File: config.mk
export PLATFORM = sky130hd
export DESIGN_NAME = uart_access_arbiter
export DESIGN_NICKNAME = d
export VERILOG_FILES = /design/src/rtl/uart_access_arbiter.sv
export SDC_FILE = /design/constraint.sdc
export NUM_CORES = 1
export LEC_CHECK = 0
export CAP_MARGIN = 30
export CORE_MARGIN = 2
export CORE_UTILIZATION = 45
export DETAILED_ROUTE_END_ITERATION = 10
export DONT_BUFFER_PORTS = 1
export PLACE_DENSITY = 0.68
export SLEW_MARGIN = 10
export SYNTH_ARGS = -nofsm -noshare
export SYNTH_HDL_FRONTEND = slang
export SYNTH_SLANG_ARGS = --single-unit
export TNS_END_PERCENT = 10
File: constraint.sdc
create_clock -name clk -period 2.15 [get_ports clk]
set_clock_uncertainty 0.2 [all_clocks]
set_input_delay 0.43 -clock clk [delete_from_list [all_inputs] [get_ports clk]]
set_output_delay 0.43 -clock clk [all_outputs]
set_load 0.02 [all_outputs]
File: src/rtl/uart_access_arbiter.sv
// uart_access_arbiter: shares one uart register interface between two cores.
// Round-robin grant, owns the cr/tdr holding registers, and stretches each
// uart strobe then waits out the uart's falling-edge detectors before acking.
//
// Handshake: a core raises req with we/addr/wdata and holds them stable until
// its one-cycle ack pulse; rdata is valid in the ack cycle and held until that
// core's next read. A req still high in the IDLE cycle after ack is a new
// request. A non-granted req simply stays pending.
module uart_access_arbiter #(
    parameter int unsigned STROBE_CYCLES  = 2,
    parameter int unsigned RECOVER_CYCLES = 3,
    parameter logic [31:0] CR_RESET       = 32'h0000_0000
) (
    input  logic        clk,
    input  logic        rst_n,
    input  logic        req0,
    input  logic        req1,
    input  logic        we0,
    input  logic        we1,
    input  logic [1:0]  addr0,
    input  logic [1:0]  addr1,
    input  logic [31:0] wdata0,
    input  logic [31:0] wdata1,
    output logic        ack0,
    output logic        ack1,
    output logic [31:0] rdata0,
    output logic [31:0] rdata1,
    output logic [31:0] cr,
    output logic [31:0] tdr,
    output logic        tx_write,
    output logic        rx_read,
    output logic        sr_read,
    input  logic [31:0] sr,
    input  logic [31:0] rdr,
    output logic [2:0]  dbg_state_o
);

    typedef enum logic [2:0] {
        IDLE    = 3'd0,
        GRANT   = 3'd1,
        STROBE  = 3'd2,
        RECOVER = 3'd3,
        ACK     = 3'd4
    } state_e;

    localparam logic [1:0] A_CR  = 2'd0;
    localparam logic [1:0] A_SR  = 2'd1;
    localparam logic [1:0] A_TDR = 2'd2;
    localparam logic [1:0] A_RDR = 2'd3;

    localparam logic [3:0] STB_LOAD = 4'(STROBE_CYCLES - 1);
    localparam logic [3:0] REC_LOAD = 4'(RECOVER_CYCLES - 1);

    state_e      state_q, state_d;
    logic [3:0]  cnt_q, cnt_d;
    logic        gid_q, gid_d;
    logic        last_grant_q, last_grant_d;
    logic        we_q, we_d;
    logic [1:0]  addr_q, addr_d;
    logic [31:0] wdata_q, wdata_d;
    logic [31:0] cr_q, cr_d;
    logic [31:0] tdr_q, tdr_d;
    logic [31:0] rdata0_q, rdata0_d;
    logic [31:0] rdata1_q, rdata1_d;
    logic        tx_q, tx_d;
    logic        rx_q, rx_d;
    logic        srr_q, srr_d;
    logic        pick;
    logic        rd_en;
    logic [31:0] rd_val;

    // State and datapath registers; reset aborts any access in flight.
    always_ff @(posedge clk or negedge rst_n) begin
        if (!rst_n) begin
            state_q      <= IDLE;
            cnt_q        <= 4'd0;
            gid_q        <= 1'b0;
            last_grant_q <= 1'b1;
            we_q         <= 1'b0;
            addr_q       <= 2'd0;
            wdata_q      <= 32'd0;
            cr_q         <= CR_RESET;
            tdr_q        <= 32'd0;
            rdata0_q     <= 32'd0;
            rdata1_q     <= 32'd0;
            tx_q         <= 1'b0;
            rx_q         <= 1'b0;
            srr_q        <= 1'b0;
        end else begin
            state_q      <= state_d;
            cnt_q        <= cnt_d;
            gid_q        <= gid_d;
            last_grant_q <= last_grant_d;
            we_q         <= we_d;
            addr_q       <= addr_d;
            wdata_q      <= wdata_d;
            cr_q         <= cr_d;
            tdr_q        <= tdr_d;
            rdata0_q     <= rdata0_d;
            rdata1_q     <= rdata1_d;
            tx_q         <= tx_d;
            rx_q         <= rx_d;
            srr_q        <= srr_d;
        end
    end

    // Next-state logic: arbitration, register access decode, strobe timing.
    always_comb begin
        state_d      = state_q;
        cnt_d        = cnt_q;
        gid_d        = gid_q;
        last_grant_d = last_grant_q;
        we_d         = we_q;
        addr_d       = addr_q;
        wdata_d      = wdata_q;
        cr_d         = cr_q;
        tdr_d        = tdr_q;
        rdata0_d     = rdata0_q;
        rdata1_d     = rdata1_q;
        tx_d         = tx_q;
        rx_d         = rx_q;
        srr_d        = srr_q;
        rd_en        = 1'b0;
        rd_val       = 32'd0;
        // On a tie the core that did not win last time is served.
        pick         = (req0 && req1) ? ~last_grant_q : req1;

        case (state_q)
            IDLE: begin
                if (req0 || req1) begin
                    gid_d   = pick;
                    we_d    = pick ? we1 : we0;
                    addr_d  = pick ? addr1 : addr0;
                    wdata_d = pick ? wdata1 : wdata0;
                    state_d = GRANT;
                end
            end
            GRANT: begin
                state_d = ACK;
                case (addr_q)
                    A_CR: begin
                        if (we_q) begin
                            cr_d = wdata_q;
                        end else begin
                            rd_en  = 1'b1;
                            rd_val = cr_q;
                        end
                    end
                    A_SR: begin
                        if (!we_q) begin
                            rd_en   = 1'b1;
                            rd_val  = sr;
                            srr_d   = 1'b1;
                            cnt_d   = STB_LOAD;
                            state_d = STROBE;
                        end
                    end
                    A_TDR: begin
                        if (we_q) begin
                            tdr_d   = wdata_q;
                            tx_d    = 1'b1;
                            cnt_d   = STB_LOAD;
                            state_d = STROBE;
                        end else begin
                            rd_en  = 1'b1;
                            rd_val = tdr_q;
                        end
                    end
                    default: begin
                        // Capture the FIFO head before the pop strobe.
                        if (!we_q) begin
                            rd_en   = 1'b1;
                            rd_val  = rdr;
                            rx_d    = 1'b1;
                            cnt_d   = STB_LOAD;
                            state_d = STROBE;
                        end
                    end
                endcase
                if (rd_en) begin
                    if (gid_q) begin
                        rdata1_d = rd_val;
                    end else begin
                        rdata0_d = rd_val;
                    end
                end
            end
            STROBE: begin
                if (cnt_q == 4'd0) begin
                    tx_d    = 1'b0;
                    rx_d    = 1'b0;
                    srr_d   = 1'b0;
                    cnt_d   = REC_LOAD;
                    state_d = RECOVER;
                end else begin
                    cnt_d = cnt_q - 4'd1;
                end
            end
            RECOVER: begin
                if (cnt_q == 4'd0) begin
                    state_d = ACK;
                end else begin
                    cnt_d = cnt_q - 4'd1;
                end
            end
            ACK: begin
                last_grant_d = gid_q;
                state_d      = IDLE;
            end
            default: begin
                state_d = IDLE;
            end
        endcase
    end

    assign ack0        = (state_q == ACK) && !gid_q;
    assign ack1        = (state_q == ACK) && gid_q;
    assign rdata0      = rdata0_q;
    assign rdata1      = rdata1_q;
    assign cr          = cr_q;
    assign tdr         = tdr_q;
    assign tx_write    = tx_q;
    assign rx_read     = rx_q;
    assign sr_read     = srr_q;
    assign dbg_state_o = state_q;

endmodule

==> impl_metrics.yaml <==
power_and_ir_drop:
  p_per_area_nw_per_um2: 1740
  power.share.clock_pct: 19.9
  seq_power_share_pct: 49.7
  internal-power_mw: 8.92
  switching_share_pct: 42.3
  leakagePower_nw: 3.87
  finalPower_mw: 15.5
  ir_drop_v: 0.000713
  power_frac_comb_pct: 30.4
  switchingPower_mw: 6.53
sta:
  relSlewSlack_pct: 66.2
  drv_slew: 0
  fmax_mhz: 481
  post-route-min-period_ns: 2.08
  post-route-period-util_pct: 96.7
  setup_viol: 0
  worst_slack_ns: 0.0709
  tightest_slew_ns: 0.504
  hold_viol: 175
  whs_ns: -0.502
  grt_setup_unrepaired: "no"
  fin_setup_tns_ns: 0
floorplanning:
  die_y_um: 136
  design.die.area_um2: 18600
  start_util_pct: 45.8
  core_area_um2: 17200
  die_x_um: 136
  ios: 274
  rows: 48
final_layout:
  fin_cells: 886
  insertedDiodeCount: 0
  fillers: 1489
  layout-drive-gt1-share_pct: 27.5
  fin_nets: 788
  syn_to_final_growth_pct: 12.5
yosys:
  synth-seq-area-share_pct: 55.5
  synth.distinct_cells: 43
  yosys.area.top_type: "dfrtp_1"
  synth_top_area_share_pct: 55.1
  ys_top_cells_by_count: "dfrtp_1 (174), o21ai_0 (68), nand2_1 (67)"
  yosys_most_used_dff: "dfrtp_1"
  synthTopCellsByArea: "dfrtp_1 (55%), mux2_2 (9.3%), mux4_2 (9.1%)"
  yosysWarnings: 0
  synth_area_per_cell_um2: 12.3
  synth-seq-cells: 175
  syn_area_um2: 7900
  postSynthCellCount: 643
  syn-num-nets: 783
  synth.most_common_cell: "dfrtp_1"
  synth_edf_count: 0
  synthArstFlopShare_pct: 100
grt:
  grt_max_degree: 176
  met1_usage_pct: 25.9
  grt_pass1_wl_um: 29000
  use_met3_pct: 5.56
  overflow: 0
  track_usage_pct: 20.7
  grtUsageMet2_pct: 35.3
  grt_pass1_vias: 5204
  grt_busiest_layer: "met2"
  antenna_found_initial: 0
setup_path:
  reg2reg_from: "cnt_q[0]$_DFFE_PN0P_"
  crit_type: "flip-flop to primary output"
  endpoint_kind: "primary output"
  cp.required_ns: 1.52
  ff2ff_setup_slack_ns: 0.10
  cp_max_fo: 8
  cp-start-kind: "flip-flop"
  path_cells: "buf_6 -> nor2_4 -> nand2_2 -> nor2_1 -> buf_4"
  reg2reg_depth: 7
  r2r_end: "cnt_q[3]$_DFFE_PN0P_"
  worst_ep_arrival_time_ns: 1.45
  crit_path_max_incr_delay_ns: 0.40
  crit_slowest_cell: "dfrtp_1"
place:
  dp.cells: 851
  pre_cts_ws_ns: 0.0122
  hpwl_um: 14000
  gp_congestion: 0.773
  io_buffer_count: 0
clocking:
  clkLatencyLatePin_ns: 0.42
  cts_root_buf: "clkbuf_16"
  htreeDepth: 4
  cts_buffers: 17
  ctsHoldBuffers: 2
  cts_tree: "built"
  clk_pin_slew_ns: 0.07
  clkSinkCount: 175
  clock_path_buffers: 2
routing:
  via_per_inst: 5.69
  drc: 0
  wl_per_cell_um: 21.8
  vias: 5039
  detail-route-antenna-nets: 0
  drtPass1Iterations: 4
  drt_iter0_markers: 277
  wirelength_um: 19300
run_status:
  failed_checks: "hold timing"
  outcome: "complete, but fails checks"
hold_path:
  hold_class: "input pin to asynchronous set/reset pin"
run:
  cap_violations: 0
## worst max path at each step
stage	startpoint	end	slack, ns
2_1_floorplan	cnt_q[0]$_DFFE_PN0P_	cnt_q[2]$_DFFE_PN0P_	0.15
3_3_place_gp	cnt_q[0]$_DFFE_PN0P_	cnt_q[0]$_DFFE_PN0P_	0.08
3_5_place_dp	cnt_q[0]$_DFFE_PN0P_	cnt_q[0]$_DFFE_PN0P_	0.01
4_1_cts	cnt_q[0]$_DFFE_PN0P_	cnt_q[0]$_DFFE_PN0P_	0.005
5_1_grt	dbg_state_o[1]$_DFFE_PN0P_	ack1	0.001
6_report	dbg_state_o[1]$_DFFE_PN0P_	ack1	0.07
## power by group through the flow
stage / registers, mW / logic [mW] / clock network [mW]
4_1_cts: 7.70 / 4.72 / 3.16
3_3_place_gp: 7.65 / 4.50 / 0
3_5_place_dp: 7.75 / 4.69 / 0
5_1_grt: 7.90 / 5.17 / 3.31
2_1_floorplan: 7.21 / 3.70 / 0
6_report: 7.68 / 4.69 / 3.08
## flip-flops by register name (all words and copies together) (netlist names), 2 cells and up
signal,count
dbg_state_o,3
wdata_q,32
tdr,32
rdata1,32
rdata0,32
cnt_q,4
cr,32
addr_q,2
## cell type report
class | instances | area [µm²] | area share [%]
sequential | 175 | 4380 | 49.4
multi-input combinational | 418 | 3330 | 37.5
clock buffer | 17 | 425 | 4.79
tap | 225 | 282 | 3.17
timing repair buffer | 29 | 264 | 2.97
clock inverter | 15 | 174 | 1.96
inverter | 7 | 26.3 | 0.296
## placed cells by master (no fill, tap or decap), types with 4 or more instances in the layout
cell type / n
dfrtp_1: 171
o21ai_0: 68
nand2_1: 66
mux2_2: 65
nor2_1: 44
a21oi_1: 37
mux2i_1: 35
nand2b_1: 33
mux4_2: 32
buf_4: 23
clkbuf_16: 17
inv_1: 5
inv_8: 4
## metrics by stage
stage                     hold slack (ns)  util, %  cell area (µm²)
final                              -0.502     51.5             8880
after global routing               -0.528     51.5             8880
after CTS                          -0.523     51.4             8860
after detailed placement          -0.0619     47.8             8230
after global placement            -0.0610     47.8             8230
after floorplan                   -0.0656        -             7900
## metal layers
layer,vias to the layer above,wire (µm)
met2,213,9820
met1,2525,7790
met4,0,293
met3,21,1400
met5,-,0
li1,2280,-
## worst max-delay path, delay by kind of cell, from the launching register on
family | cells | cell delay (ns)
buffers and inverters | 2 | 0.33
flip-flops | 1 | 0.40
AND/OR/NAND/NOR | 3 | 0.30
## cell families after synthesis
logic type / after synthesis / synth area share [%]
compound gates: 117 / 8.06
xor+xnor: 1 / 0.111
fa+ha+maj: 2 / 0.317
buf+inv: 50 / 2.93
flops: 175 / 55.5
mux: 133 / 23.0
simple gates: 165 / 10.1
## what timing repair did
item | CTS | global route
endpoints found under the setup margin | 2 | 6
gates resized for setup | 4 | 4
endpoints found under the hold margin | 177 | 175
cloned | 0 | 0
buffers inserted | 0 | 1
pin swaps | 0 | 2
No activity file was read; power rests on OpenSTA's default activity.
